[src/rtl/sc_stream_decoder_if.sv]
// Handshake/bus bundle for the stochastic stream decoder: sample input side,
// count readout side and an FSM state tap.
interface sc_stream_decoder_if #(
  parameter int N = 16,
  parameter int W = 9
);
  logic           start;
  logic           streamValid;
  logic [N-1:0]   streams;
  logic [N*W-1:0] results;
  logic           resultValid;
  logic           resultReady;
  logic           busy;
  logic [1:0]     state_dbg;

  // Handshake: a window of counts transfers on a cycle where resultValid and
  // resultReady are both high; resultValid stays high and results stay stable
  // until that cycle. Samples have no backpressure: streamValid=1 is a sample.
  modport master (
    output start, streamValid, streams, resultReady,
    input  results, resultValid, busy, state_dbg
  );

  modport slave (
    input  start, streamValid, streams, resultReady,
    output results, resultValid, busy, state_dbg
  );
endinterface

[src/rtl/sc_stream_decoder.sv]
// Counts the ones of M*O stochastic bitstreams over a window of 2**LENGTH_BITS
// accepted samples and presents the counts through a valid/ready handshake.
module sc_stream_decoder #(
  parameter int BATCH_SIZE      = 4,
  parameter int OUTPUT_FEATURES = 4,
  parameter int LENGTH_BITS     = 8
) (
  input  logic             clk,
  input  logic             rst,
  sc_stream_decoder_if.slave bus
);
  localparam int N = BATCH_SIZE * OUTPUT_FEATURES;
  localparam int W = LENGTH_BITS + 1;

  typedef enum logic [1:0] {
    IDLE  = 2'd0,
    ACCUM = 2'd1,
    HOLD  = 2'd2
  } state_t;

  state_t                 state_q, state_d;
  logic [W-1:0]           cnt_q [N];
  logic [W-1:0]           cnt_d [N];
  logic [LENGTH_BITS-1:0] samp_q, samp_d;
  logic                   rv_q, rv_d;
  logic                   busy_q, busy_d;
  logic                   samp_last;

  // The sample counter only needs LENGTH_BITS bits: the window ends on the
  // accepted sample seen while it reads all-ones, and it wraps back to zero.
  assign samp_last = bus.streamValid && (samp_q == {LENGTH_BITS{1'b1}});

  always_comb begin
    state_d = state_q;
    samp_d  = samp_q;
    rv_d    = rv_q;
    busy_d  = busy_q;
    for (int k = 0; k < N; k++) cnt_d[k] = cnt_q[k];

    case (state_q)
      IDLE: begin
        if (bus.start) begin
          state_d = ACCUM;
          busy_d  = 1'b1;
          samp_d  = '0;
          for (int k = 0; k < N; k++) cnt_d[k] = '0;
        end
      end

      ACCUM: begin
        if (bus.streamValid) begin
          for (int k = 0; k < N; k++) cnt_d[k] = cnt_q[k] + W'(bus.streams[k]);
          samp_d = samp_q + 1'b1;
          if (samp_last) begin
            state_d = HOLD;
            busy_d  = 1'b0;
            rv_d    = 1'b1;
          end
        end
      end

      HOLD: begin
        if (bus.resultReady) begin
          rv_d = 1'b0;
          if (bus.start) begin
            // Back-to-back window: counts restart on the handshake edge.
            state_d = ACCUM;
            busy_d  = 1'b1;
            samp_d  = '0;
            for (int k = 0; k < N; k++) cnt_d[k] = '0;
          end else begin
            state_d = IDLE;
          end
        end
      end

      default: begin
        state_d = IDLE;
        rv_d    = 1'b0;
        busy_d  = 1'b0;
      end
    endcase
  end

  always_ff @(posedge clk or negedge rst) begin
    if (!rst) begin
      state_q <= IDLE;
      samp_q  <= '0;
      rv_q    <= 1'b0;
      busy_q  <= 1'b0;
      for (int k = 0; k < N; k++) cnt_q[k] <= '0;
    end else begin
      state_q <= state_d;
      samp_q  <= samp_d;
      rv_q    <= rv_d;
      busy_q  <= busy_d;
      for (int k = 0; k < N; k++) cnt_q[k] <= cnt_d[k];
    end
  end

  // Counts are read straight from the accumulators; they keep the last
  // completed window until the next start clears them.
  for (genvar g = 0; g < N; g++) begin : g_res
    assign bus.results[g*W +: W] = cnt_q[g];
  end

  assign bus.resultValid = rv_q;
  assign bus.busy        = busy_q;
  assign bus.state_dbg   = state_q;
endmodule

[src/flat_wrapper.sv]
// flat-port wrapper written by rule: the top's interface ports become plain ports
module sc_stream_decoder_flat 
#(
  parameter int BATCH_SIZE      = 4,
  parameter int OUTPUT_FEATURES = 4,
  parameter int LENGTH_BITS     = 8
)
  (clk, rst, bus_start, bus_streamValid, bus_streams, bus_resultReady, bus_results, bus_resultValid, bus_busy, bus_state_dbg);
  sc_stream_decoder_if #(.N(((4) * (4))), .W(((8) + 1))) bus_i ();
  input  logic clk;
  input  logic rst;
  input wire logic [$bits(bus_i.start)-1:0] bus_start;
  input wire logic [$bits(bus_i.streamValid)-1:0] bus_streamValid;
  input wire logic [$bits(bus_i.streams)-1:0] bus_streams;
  input wire logic [$bits(bus_i.resultReady)-1:0] bus_resultReady;
  output wire logic [$bits(bus_i.results)-1:0] bus_results;
  output wire logic [$bits(bus_i.resultValid)-1:0] bus_resultValid;
  output wire logic [$bits(bus_i.busy)-1:0] bus_busy;
  output wire logic [$bits(bus_i.state_dbg)-1:0] bus_state_dbg;
  assign bus_i.start = bus_start;
  assign bus_i.streamValid = bus_streamValid;
  assign bus_i.streams = bus_streams;
  assign bus_i.resultReady = bus_resultReady;
  assign bus_results = bus_i.results;
  assign bus_resultValid = bus_i.resultValid;
  assign bus_busy = bus_i.busy;
  assign bus_state_dbg = bus_i.state_dbg;
  sc_stream_decoder #(.BATCH_SIZE(BATCH_SIZE), .OUTPUT_FEATURES(OUTPUT_FEATURES), .LENGTH_BITS(LENGTH_BITS)) u_core (.clk(clk), .rst(rst), .bus(bus_i));
endmodule
[config.mk]
export PLATFORM = sky130hd
export DESIGN_NAME = sc_stream_decoder_flat
export DESIGN_NICKNAME = d
export VERILOG_FILES = /design/src/rtl/sc_stream_decoder_if.sv /design/src/rtl/sc_stream_decoder.sv /design/src/flat_wrapper.sv
export SDC_FILE = /design/constraint.sdc
export NUM_CORES = 1
export LEC_CHECK = 0
export CORE_MARGIN = 10
export CORE_UTILIZATION = 33
export CTS_BUF_LIST = sky130_fd_sc_hd__clkbuf_8 sky130_fd_sc_hd__clkbuf_16
export DETAILED_ROUTE_END_ITERATION = 10
export GPL_TIMING_DRIVEN = 0
export SKIP_LAST_GASP = 1
export SLEW_MARGIN = 15
export SYNTH_ARGS = -nofsm -noshare
export SYNTH_HDL_FRONTEND = slang
export SYNTH_SLANG_ARGS = --single-unit
[constraint.sdc]
create_clock -name clk -period 2.5 [get_ports clk]
set_input_delay 0.25 -clock clk [delete_from_list [all_inputs] [get_ports clk]]
set_output_delay 0.25 -clock clk [all_outputs]
set_load 0.01 [all_outputs]
### After elaboration in Yosys (flattened, before gate mapping)

Cells that the tools add are included.

| storage, ports and cells | value |
|---|---|
| register bits after elaboration | 156 |
| bits of input ports | 21 |
| output and inout port bits | 148 |
| word-level logic and storage cells | 75 |

| operators by class | value |
|---|---|
| add/sub/neg operators | 17 |
| equality and inequality tests | 7 |
| multiplexer cells | 23 |
| bitwise operators | 1 |
| reduce and logical (&&, ||, !) cells | 7 |

Operator list:

| operator | number |
|---|---|
| $mux W144 | 3 |
| $pmux W144 S3 | 1 |
| $add A9 B1 Y9 | 16 |
| $mux W8 | 3 |
| $pmux W8 S3 | 1 |
| $add A8 B1 Y8 const B | 1 |
| $eq A8 B8 Y1 const B | 1 |
| $mux W1 | 8 |
| $mux W2 | 4 |
| $reduce_and A4 Y1 | 2 |
| $ne A2 B2 Y1 const B | 3 |
| $pmux W1 S3 | 2 |
| $pmux W2 S3 | 1 |
| $reduce_and A3 Y1 | 2 |
| $reduce_bool A3 Y1 | 1 |
| $eq A2 B1 Y1 const B | 1 |
| $eq A2 B2 Y1 const B | 1 |
| $logic_not A2 Y1 | 1 |
| $ne A2 B1 Y1 const B | 1 |
| $logic_and A1 B1 Y1 | 1 |
| $not A1 Y1 | 1 |

### Longest topological paths before layout

Gate-level depths: netlist of run 1.

| logic depth | value |
|---|---|
| depth in word-level cells | 5 |
| mapped depth | 6 |
| mapped depth without buffers | 5 |

### Least setup slack after synthesis of run 1

OpenSTA, ideal clock, no wires.

| path | value |
|---|---|
| path type | register -> register |
| start | register u_core.state_q[0], in the netlist u_core.bus.state_dbg[0] |
| end | register u_core.cnt_q (netlist bit u_core.bus.results[107]) |
| setup time | 0.134 ns |
| data arrival time | 1.385 ns |
| required time | 2.366 ns |
| path slack | 0.981 ns |
| cell stages (with the launch flop) | 7 |
| buffers on the path | 3 |
| path through | dfrtp_1 -> buf_4 -> buf_4 -> nor2b_2 -> clkbuf_1 -> a21o_1 -> mux2i_1 |

| on the way | value |
|---|---|
| cells in the longest elaborated chain, start to end | 3 |
| elaborated cells on any way between the ends | 8 |
| those cells by class | eq/ne: 4; mux: 1; reduce/logical: 3 |

RTL lines:

| what | line | text |
|---|---|---|
| from (decl) | sc_stream_decoder.sv:21 | `state_t state_q, state_d;` |
| from (signal assigned) | sc_stream_decoder.sv:93 | `state_q <= state_d;` |
| $eq A2 B2 Y1 (tied with other cells) | sc_stream_decoder.sv:40 | `case (state_q)` |
| $ne A2 B2 Y1 (no line) / $reduce_bool A3 Y1 (equally long branches) | n/a |  |
| $reduce_and A3 Y1 (no line) | n/a |  |
| to (decl) | sc_stream_decoder.sv:22 | `logic [W-1:0] cnt_q [N];` |

Parallel ways exist; a longest one is shown, timed or not.
A chain may end at the register's enable or synchronous reset.

### Final worst setup path of run 1

| path | value |
|---|---|
| start | register u_core.state_q[1], in the netlist u_core.bus.state_dbg[1] |
| end | register u_core.cnt_q (netlist bit u_core.bus.results[62]) |

The elaborated chain is that of the path after synthesis.

==> results.json, run 1 <==
{
  "synth_simple_gate_area_frac": 0.167,
  "portBuffers": 167,
  "wire_per_inst_um": 21.2,
  "synth_top_family_by_area": "simple AND/OR/NAND/NOR gates",
  "final_core_util": 0.449,
  "critical_path_class": "flip-flop to flip-flop",
  "synth_cell_types": 37,
  "ys.flop_type": "dfrtp_1",
  "drive_gt1_frac": 0.0609,
  "synth-async-reset-ratio": 1.00,
  "irDropWorstVdd_mv": 0.398,
  "std_cell_rows": 56,
  "crit_slowest_cell": "nor4_1",
  "layout.nets": 1013,
  "cp-start-kind": "flip-flop",
  "start_util": 0.336,
  "finalHoldViolCount": 0,
  "max_stage_delay_ns": 0.71,
  "initialDrtViolationCount": 515,
  "grt_max_degree": 87,
  "rsz0062_at_grt": "false",
  "grtUsageMet1": 0.231,
  "cts_setup_buffers": 0,
  "place_hpwl_mm": 18.9,
  "ant_nets": 0,
  "track_usage": 0.177,
  "slew_headroom": 0.369,
  "ys_seq_area_frac": 0.493,
  "status": "complete, no violations",
  "area_growth_pct": 33.5,
  "p_leak_nw": 4.33,
  "cts_tree": "done",
  "crit_chain": "nand3b_4 -> clkbuf_1 -> nor4_1 -> mux2i_1",
  "synth_fp_nets": 825,
  "drc": 0,
  "yosys.area_share.xor_xnor": 0.0155,
  "synth.largest_area_cell": "dfrtp_1",
  "yosys_register_bits": 156,
  "synthCells": 771,
  "hp-class": "input port to async pin",
  "fin_cells": 1289,
  "grt_antenna_before_repair": 1,
  "yosys-top-cells-count": "dfrtp_1 (156), o21ai_0 (105), mux2i_1 (56)",
  "syn_avg_cell_area_um2": 10.3,
  "worst_pin_slew_ns": 0.946,
  "place_congestion": 0.824,
  "wirelength_mm": 27.3,
  "clk_pin_slew_ns": 0.06,
  "synth_edf_count": 0,
  "dpl.cell_count": 1258,
  "core_area_mm2": 0.0235,
  "die_area_mm2": 0.0306,
  "synthMuxAreaShare": 0.0722,
  "grt_pass1_wl_mm": 42.7,
  "vias_per_cell": 5.44,
  "post_cts_resized": 0,
  "postLayoutCellArea_mm2": 0.0106,
  "chipWidth_um": 175,
  "synth_area_leaders": "dfrtp_1 (49%), mux2i_1 (7.1%), o21ai_0 (6.6%), ha_1 (5.2%), a22o_1 (3.9%)",
  "yosysMostFrequentCell": "dfrtp_1",
  "use_met2": 0.279,
  "synth_top_area_frac": 0.493,
  "cts.sinks": 156,
  "fin_crit_sh": 0.881,
  "grt_use_met3": 0.0619,
  "top_usage_layer": "met2",
  "cp.arrival_ns": 2.55,
  "placedInstanceArea_mm2": 0.0100,
  "cts.path.max_buffers": 2,
  "root_buffer": "clkbuf_16",
  "final-max-slew-violation-count": 0,
  "fin_crit_ns": 2.20,
  "fin_skew_ns": 0.0106,
  "synth-compound-area-share": 0.161,
  "numCtsBuffers": 17,
  "first_pass_iters": 5,
  "gr-total-overflow": 0,
  "yosys_warnings": 0,
  "vias": 7018,
  "ios": 169,
  "die_h_um": 175,
  "totalNegativeSetupSlack_ns": 0,
  "end_kind": "flip-flop",
  "fmax_mhz": 454,
  "cp_max_fo": 10,
  "cpLargestDelayFamily": "simple AND/OR/NAND/NOR gates",
  "final-setup-viol-count": 0,
  "clock_latency_ns": 0.43,
  "critPathRequiredTime_ns": 2.85,
  "p_per_area_mw_per_mm2": 855,
  "htree_levels": 4,
  "cp_num_buf_inv": 1,
  "drv_cap": 0,
  "synth_adder_area_share": 0.0521,
  "grt_pass1_vias": 7016,
  "syn_area_mm2": 0.00792
}
## worst register-to-register path, cell delays in order (launching register included)
cell,delay (ns)
dfrtp_1,0.44
nand3b_4,0.26
clkbuf_1,0.46
nor4_1,0.71
mux2i_1,0.26
## state kept, by name, summed over array words and instances, names as in the netlist
name                    flops
u_core.samp_q               8
u_core.bus.busy             1
u_core.bus.state_dbg        2
u_core.bus.resultValid      1
u_core.bus.results        144
## power breakdown
group          total, W  leakage (nW)  internal, W  switching [W]
clock           0.00245         0.270      0.00139        0.00106
combinational   0.00263          2.01      0.00147        0.00116
sequential      0.00395          2.05      0.00312       0.000831
## metal layers
layer  vias up  share of wire
met2       205           0.46
li1       3270              -
met3        20          0.077
met4         0          0.011
met5         -              0
met1      3523           0.46
## final cells by class
class | instances | area [um^2]
fill | 2298 | 13000
inverter | 29 | 109
timing repair buffer | 169 | 1710
tap | 319 | 399
clock inverter | 10 | 80.1
multi-input combinational | 543 | 3700
antenna | 1 | 2.50
buffer | 43 | 204
sequential | 156 | 3900
clock buffer | 19 | 453
## final timing paths
kind                                              start                      to  slack, ns  depth (start not counted)
max in group asynchronous                           rst  u_core.bus.results[83]       1.30                          3
worst max-delay path            u_core.bus.state_dbg[1]  u_core.bus.results[62]       0.30                          4
worst min register to register   u_core.bus.results[62]  u_core.bus.results[62]       0.48                          1
worst min-delay path                                rst  u_core.bus.results[30]       0.39                          2
min in group clk                        bus_streamValid        u_core.samp_q[5]       0.41                          4
worst max register to register  u_core.bus.state_dbg[1]  u_core.bus.results[62]       0.30                          4
## cell usage in the layout (no fill, tap or decap), types with 12 or more instances in the layout
cell type          n
nor4_1            29
buf_2             16
ha_1              33
nand2_1           41
dfrtp_1          156
mux2i_1           56
nor2_1            15
clkbuf_16         17
clkbuf_1          22
nand3_1           22
xor2_1            14
or3_1             36
clkdlybuf4s50_1  166
a21o_1            12
nor3_1            13
a21oi_1           47
inv_1             32
a22o_1            35
o21ai_0          105
nand4b_1          14
nand4_1           31
## through the flow
| step | setup WS [ns] | hold WS [ns] | power (W) |
|---|---|---|---|
| after floorplan | 0.981 | -0.0456 | 0.00497 |
| after global placement | -5.73 | 0.460 | 0.00661 |
| after detailed placement | 0.261 | 0.316 | 0.00666 |
| after CTS | 0.251 | 0.398 | 0.00913 |
| after global routing | 0.179 | 0.426 | 0.00959 |
| final | 0.297 | 0.393 | 0.00903 |
## repair_timing
item | CTS | global route
hold endpoints to repair | 85 | 0
setup endpoints to repair | 0 | 0
hold buffers | 1 | 0
## kinds of logic (layout without fill, tap and decap cells)
| kind of cell | Yosys count | in the layout |
|---|---|---|
| compound gates | 214 | 214 |
| other cells | 0 | 1 |
| buf+inv | 72 | 270 |
| flops | 156 | 156 |
| xor+xnor | 14 | 14 |
| mux | 57 | 57 |
| simple gates | 225 | 225 |
| fa+ha+maj | 33 | 33 |
(Power assumes the default switching activity.)
==> run 2, diff against run 1 <==
- CORE_UTILIZATION: 33 -> 40
- PLACE_DENSITY: not set -> 0.65
- SKIP_LAST_GASP: 1 -> not set
==> run 2 against run 1 <==
Net effect: via count increased by 0.17%; critical path depth stayed put; critical path type unchanged; sequential power hardly changed; clock skew decreased by 0.0018 ns; utilization is 9.1 points higher; highest routed layer unchanged; largest power group unchanged; global-route usage increased by 2.3 points.
==> results.json, run 2 (synthesis gave the netlist of run 1 again) <==
{
  "fillers": 1749,
  "finalHoldViolCount": 0,
  "p_leak_nw": 4.35,
  "drv_cap": 0,
  "start_util": 0.407,
  "final_core_util": 0.540,
  "max_stage_delay_ns": 0.68,
  "grt_pass1_wl_mm": 41.3,
  "critPathRequiredTime_ns": 2.85,
  "gr-total-overflow": 0,
  "wire_per_inst_um": 21.2,
  "cpLargestDelayFamily": "simple AND/OR/NAND/NOR gates",
  "slew_headroom": 0.406,
  "clock_latency_ns": 0.43,
  "ant_nets": 0,
  "drc": 0,
  "totalNegativeSetupSlack_ns": 0,
  "initialDrtViolationCount": 384,
  "fin_crit_sh": 0.865,
  "largest_reg_flops": 144,
  "grt_antenna_before_repair": 0,
  "end_kind": "flip-flop",
  "wirelength_mm": 26.2,
  "core_area_mm2": 0.0195,
  "multi_input_area_mm2": 0.00370,
  "numCtsBuffers": 17,
  "hp-class": "input port to flip-flop",
  "worst_pin_slew_ns": 0.891,
  "vias_per_cell": 5.69,
  "dpl.cell_count": 1204,
  "place_hpwl_mm": 17.9,
  "layout.nets": 1013,
  "track_usage": 0.200,
  "critical_path_class": "flip-flop to flip-flop",
  "std_cell_rows": 51,
  "clk_pin_slew_ns": 0.06,
  "grt_max_degree": 80,
  "grt_pass1_vias": 7096,
  "antennaDiodeCount": 0,
  "cp_num_buf_inv": 1,
  "drive_gt1_frac": 0.0629,
  "rsz0062_at_grt": "false",
  "irDropWorstVdd_mv": 0.522,
  "area_growth_pct": 32.7,
  "die_h_um": 161,
  "post_cts_resized": 0,
  "chipWidth_um": 161,
  "fmax_mhz": 462,
  "mostFrequentLayoutCells": "clkdlybuf4s50_1 (166), dfrtp_1 (156), o21ai_0 (105)",
  "final-max-slew-violation-count": 0,
  "cts.path.max_buffers": 2,
  "root_buffer": "clkbuf_16",
  "portBuffers": 167,
  "htree_levels": 4,
  "layout_commonest_cell": "clkdlybuf4s50_1",
  "vias": 7030,
  "fin_skew_ns": 0.00882,
  "cp-start-kind": "flip-flop",
  "cp.arrival_ns": 2.51,
  "crit_slowest_cell": "nor4_1",
  "cp_max_fo": 10,
  "fin_crit_ns": 2.16,
  "final-setup-viol-count": 0,
  "first_pass_iters": 5,
  "cts.sinks": 156,
  "status": "complete, no violations",
  "crit_chain": "nand3b_4 -> clkbuf_1 -> nor4_1 -> mux2i_1",
  "p_per_area_mw_per_mm2": 860,
  "ios": 169,
  "seq_area_mm2": 0.00390,
  "die_area_mm2": 0.0258,
  "place_congestion": 0.829,
  "cts_tree": "done",
  "fin_cells": 1235
}
run 2: cell types whose count changed in the layout (fill, tap and decap cells not counted), sizes merged:
cell      change
diode         -1
clkbuf        +1
inv           -1
clkinvlp      -2
clkinv        +3
run 2: worst paths after layout:
check | to | startpoint | cells past startpoint | slack (ns)
worst min register to register | u_core.samp_q[6] | u_core.samp_q[6] | 1 | 0.49
worst max-delay path | u_core.bus.results[62] | u_core.bus.state_dbg[1] | 4 | 0.34
worst max register to register | u_core.bus.results[62] | u_core.bus.state_dbg[1] | 4 | 0.34
worst min-delay path | u_core.bus.results[69] | bus_streamValid | 4 | 0.39
max in group asynchronous | u_core.bus.results[12] | rst | 3 | 1.26
min in group asynchronous | u_core.bus.results[117] | rst | 2 | 0.40
run 2: power by group:
part           leakage (nW)  internal [W]  switching [W]  total [W]
logic                  2.01       0.00147        0.00116    0.00263
clock network         0.283       0.00142        0.00104    0.00246
registers              2.05       0.00312       0.000836    0.00395
run 2: metrics by stage:
step	cell area [um^2]	power (W)	setup WS, ns	hold WS [ns]
2_1_floorplan	7920	0.00497	0.981	-0.0456
6_report	10500	0.00904	0.337	0.391
3_3_place_gp	9920	0.00658	-5.65	0.463
4_1_cts	10500	0.00910	0.374	0.388
3_5_place_dp	9950	0.00664	0.326	0.290
5_1_grt	10500	0.00958	0.282	0.415
run 2: layout make-up:
| type | count | area share |
|---|---|---|
| Buffer | 43 | 0.0194 |
| Clock buffer | 20 | 0.0444 |
| Clock inverter | 10 | 0.00726 |
| Inverter | 29 | 0.0104 |
| Multi-Input combinational cell | 543 | 0.352 |
| Sequential cell | 156 | 0.372 |
| Tap cell | 265 | 0.0316 |
| Timing Repair Buffer | 169 | 0.163 |
run 2: worst register-to-register path, stage by stage, from the launching register on:
cell and delay (ns):
dfrtp_1 0.46, nand3b_4 0.26, clkbuf_1 0.43, nor4_1 0.69, mux2i_1 0.25
run 2: layer usage:
metal  vias up  GRT usage  routed length (um)
li1       3271          -                   -
met2       239      0.317               12200
met3        38     0.0672                2060
met4         0     0.0591                 472
met5         -          0                   0
met1      3482      0.254               11400
run 2: repair_timing:
action	in CTS	in global routing
endpoints found under the hold margin	77	0
hold buffers	1	0
buffers inserted	0	0
==> run 3, diff against run 2 <==
- clock period: 2.5 -> 2.2 ns (I/O delays scaled with it)
==> run 3 against run 2 <==
Net effect: utilization increased by 0.071 points; non-clock buffer count unchanged; register-to-register slack got worse by 0.15 ns; clock skew decreased by 0.0024 ns; global-route usage unchanged; clock power increased by 13%; critical path depth unchanged; sequential power increased by 14%; maximum frequency increased by 7.2%; cell area increased by 0.13%; power increased by 14%; largest power group unchanged; highest routed layer unchanged.
==> results.json, run 3 (synthesis gave the netlist of run 1 again) <==
{
  "gr-total-overflow": 0,
  "cts_setup_buffers": 0,
  "clock_latency_ns": 0.43,
  "cp.arrival_ns": 2.37,
  "final-max-slew-violation-count": 0,
  "slew_headroom": 0.399,
  "place_congestion": 0.829,
  "grt_pass1_vias": 7096,
  "htree_levels": 4,
  "fin_crit_sh": 0.917,
  "mostFrequentLayoutCells": "clkdlybuf4s50_1 (166), dfrtp_1 (156), o21ai_0 (105)",
  "antennaDiodeCount": 0,
  "irDropWorstVdd_mv": 0.593,
  "critical_path_class": "flip-flop to flip-flop",
  "seq_area_mm2": 0.00390,
  "place_hpwl_mm": 17.9,
  "numCtsBuffers": 17,
  "hp-start": "bus_streamValid",
  "end_kind": "flip-flop",
  "grt_pass1_wl_mm": 41.3,
  "area_growth_pct": 32.9,
  "fillers": 1748,
  "rsz0062_at_grt": "false",
  "ios": 169,
  "crit-reg2reg-capture": "u_core.bus.results[62]",
  "power_frac_comb": 0.290,
  "layout_commonest_cell": "clkdlybuf4s50_1",
  "chipWidth_um": 161,
  "start_util": 0.407,
  "crit_chain": "nand3b_4 -> clkbuf_1 -> nor4_2 -> mux2i_1",
  "min_to": "u_core.bus.results[50]",
  "wirelength_mm": 26.3,
  "place_ws_ns": 0.0562,
  "vias_per_cell": 5.67,
  "switching_share": 0.335,
  "setup_ws_ns": 0.182,
  "p_clk_frac": 0.272,
  "largest_reg_flops": 144,
  "cp_max_fo": 10,
  "p_per_area_mw_per_mm2": 977,
  "cp-start-kind": "flip-flop",
  "multi_input_area_mm2": 0.00371,
  "drv_cap": 0,
  "clk_pin_slew_ns": 0.06,
  "postLayoutCellArea_mm2": 0.0105,
  "ant_nets": 0,
  "crit_slowest_cell": "nor4_2",
  "placedInstanceArea_mm2": 0.00995,
  "p_int_w": 0.00683,
  "core_area_mm2": 0.0195,
  "drc": 0,
  "grt_antenna_before_repair": 0,
  "first_pass_iters": 5,
  "reg2reg_slack_ns": 0.18,
  "die_h_um": 161,
  "root_buffer": "clkbuf_16",
  "initialDrtViolationCount": 387,
  "cts_tree": "done",
  "cp_num_buf_inv": 1,
  "status": "complete, no violations",
  "fmax_mhz": 496,
  "seqPwrFrac": 0.438,
  "final-setup-viol-count": 0,
  "p_leak_nw": 4.35,
  "worst_pin_slew_ns": 0.901,
  "cts.path.max_buffers": 2,
  "reg2reg_depth": 4,
  "drive_gt1_frac": 0.0639,
  "p_switching_w": 0.00345,
  "fin_crit_ns": 2.02,
  "cpLargestDelayFamily": "simple AND/OR/NAND/NOR gates",
  "hp-class": "input port to flip-flop",
  "wire_per_inst_um": 21.3,
  "finalHoldViolCount": 0,
  "grt_max_degree": 80,
  "cts.sinks": 156,
  "max_stage_delay_ns": 0.55,
  "die_area_mm2": 0.0258,
  "vias": 7000,
  "track_usage": 0.200,
  "hold-worst-slack_ns": 0.363,
  "critPathRequiredTime_ns": 2.55,
  "fin_skew_ns": 0.00645,
  "hold_depth": 4,
  "std_cell_rows": 51,
  "r2r-start": "u_core.bus.state_dbg[1]",
  "portBuffers": 167,
  "layout.nets": 1013
}
run 3: changes by cell type in the layout (fill, tap and decap cells not counted):
cell and change:
nor4_2 +1, a21oi_4 +1, nor4_1 -1, a21oi_2 -1
run 3: worst max path at each step:
stage                                       start                       to  slack (ns)  depth (start not counted)
after floorplan           u_core.bus.state_dbg[0]  u_core.bus.results[107]        0.68                          6
after global placement                        rst   u_core.bus.results[29]       -5.92                          1
after detailed placement          bus_resultReady   u_core.bus.results[62]        0.06                          6
after CTS                 u_core.bus.state_dbg[1]   u_core.bus.results[62]        0.07                          4
after global routing      u_core.bus.state_dbg[1]  u_core.bus.results[106]        0.08                          4
final                     u_core.bus.state_dbg[1]   u_core.bus.results[62]        0.18                          4
run 3: timing repair:
action | in CTS | in global routing
endpoints found under the hold margin | 77 | 0
setup endpoints to repair | 0 | 9
hold buffers | 1 | 0
resized for setup | 0 | 2
run 3: worst min-delay path, cell delays in order:
cell	delay, ns
buf_4	0.18
nand3b_4	0.16
or4_1	0.13
a21oi_1	0.05
run 3: power by group through the flow:
stage               registers [W]  logic, W  clock network, W
floorplan                 0.00463   0.00102                 0
global placement          0.00451   0.00296                 0
detailed placement        0.00452   0.00303                 0
CTS                       0.00448   0.00304           0.00281
global route              0.00463   0.00330           0.00296
finish                    0.00450   0.00298           0.00279
run 3: area by class of cell:
cell class	count	share of cell area
buffer	43	0.0194
timing repair buffer	169	0.163
inverter	29	0.0103
tap	265	0.0315
sequential	156	0.371
clock buffer	20	0.0444
clock inverter	10	0.00725
multi-input combinational	543	0.353
run 3: metrics by stage:
step	instances	utilization	setup TNS (ns)	power (W)
after CTS	1235	0.540	0	0.0103
after global placement	1203	0.510	-921.43	0.00748
after floorplan	771	-	0	0.00565
after global routing	1235	0.541	0	0.0109
final	1235	0.541	0	0.0103
after detailed placement	1204	0.511	0	0.00755
run 3: routing by layer:
metal | global-route usage | up-vias | routed length (um)
met5 | 0 | - | 0
met4 | 0.0591 | 0 | 459
met3 | 0.0672 | 36 | 2180
met2 | 0.317 | 218 | 12200
met1 | 0.254 | 3474 | 11400
li1 | - | 3272 | -
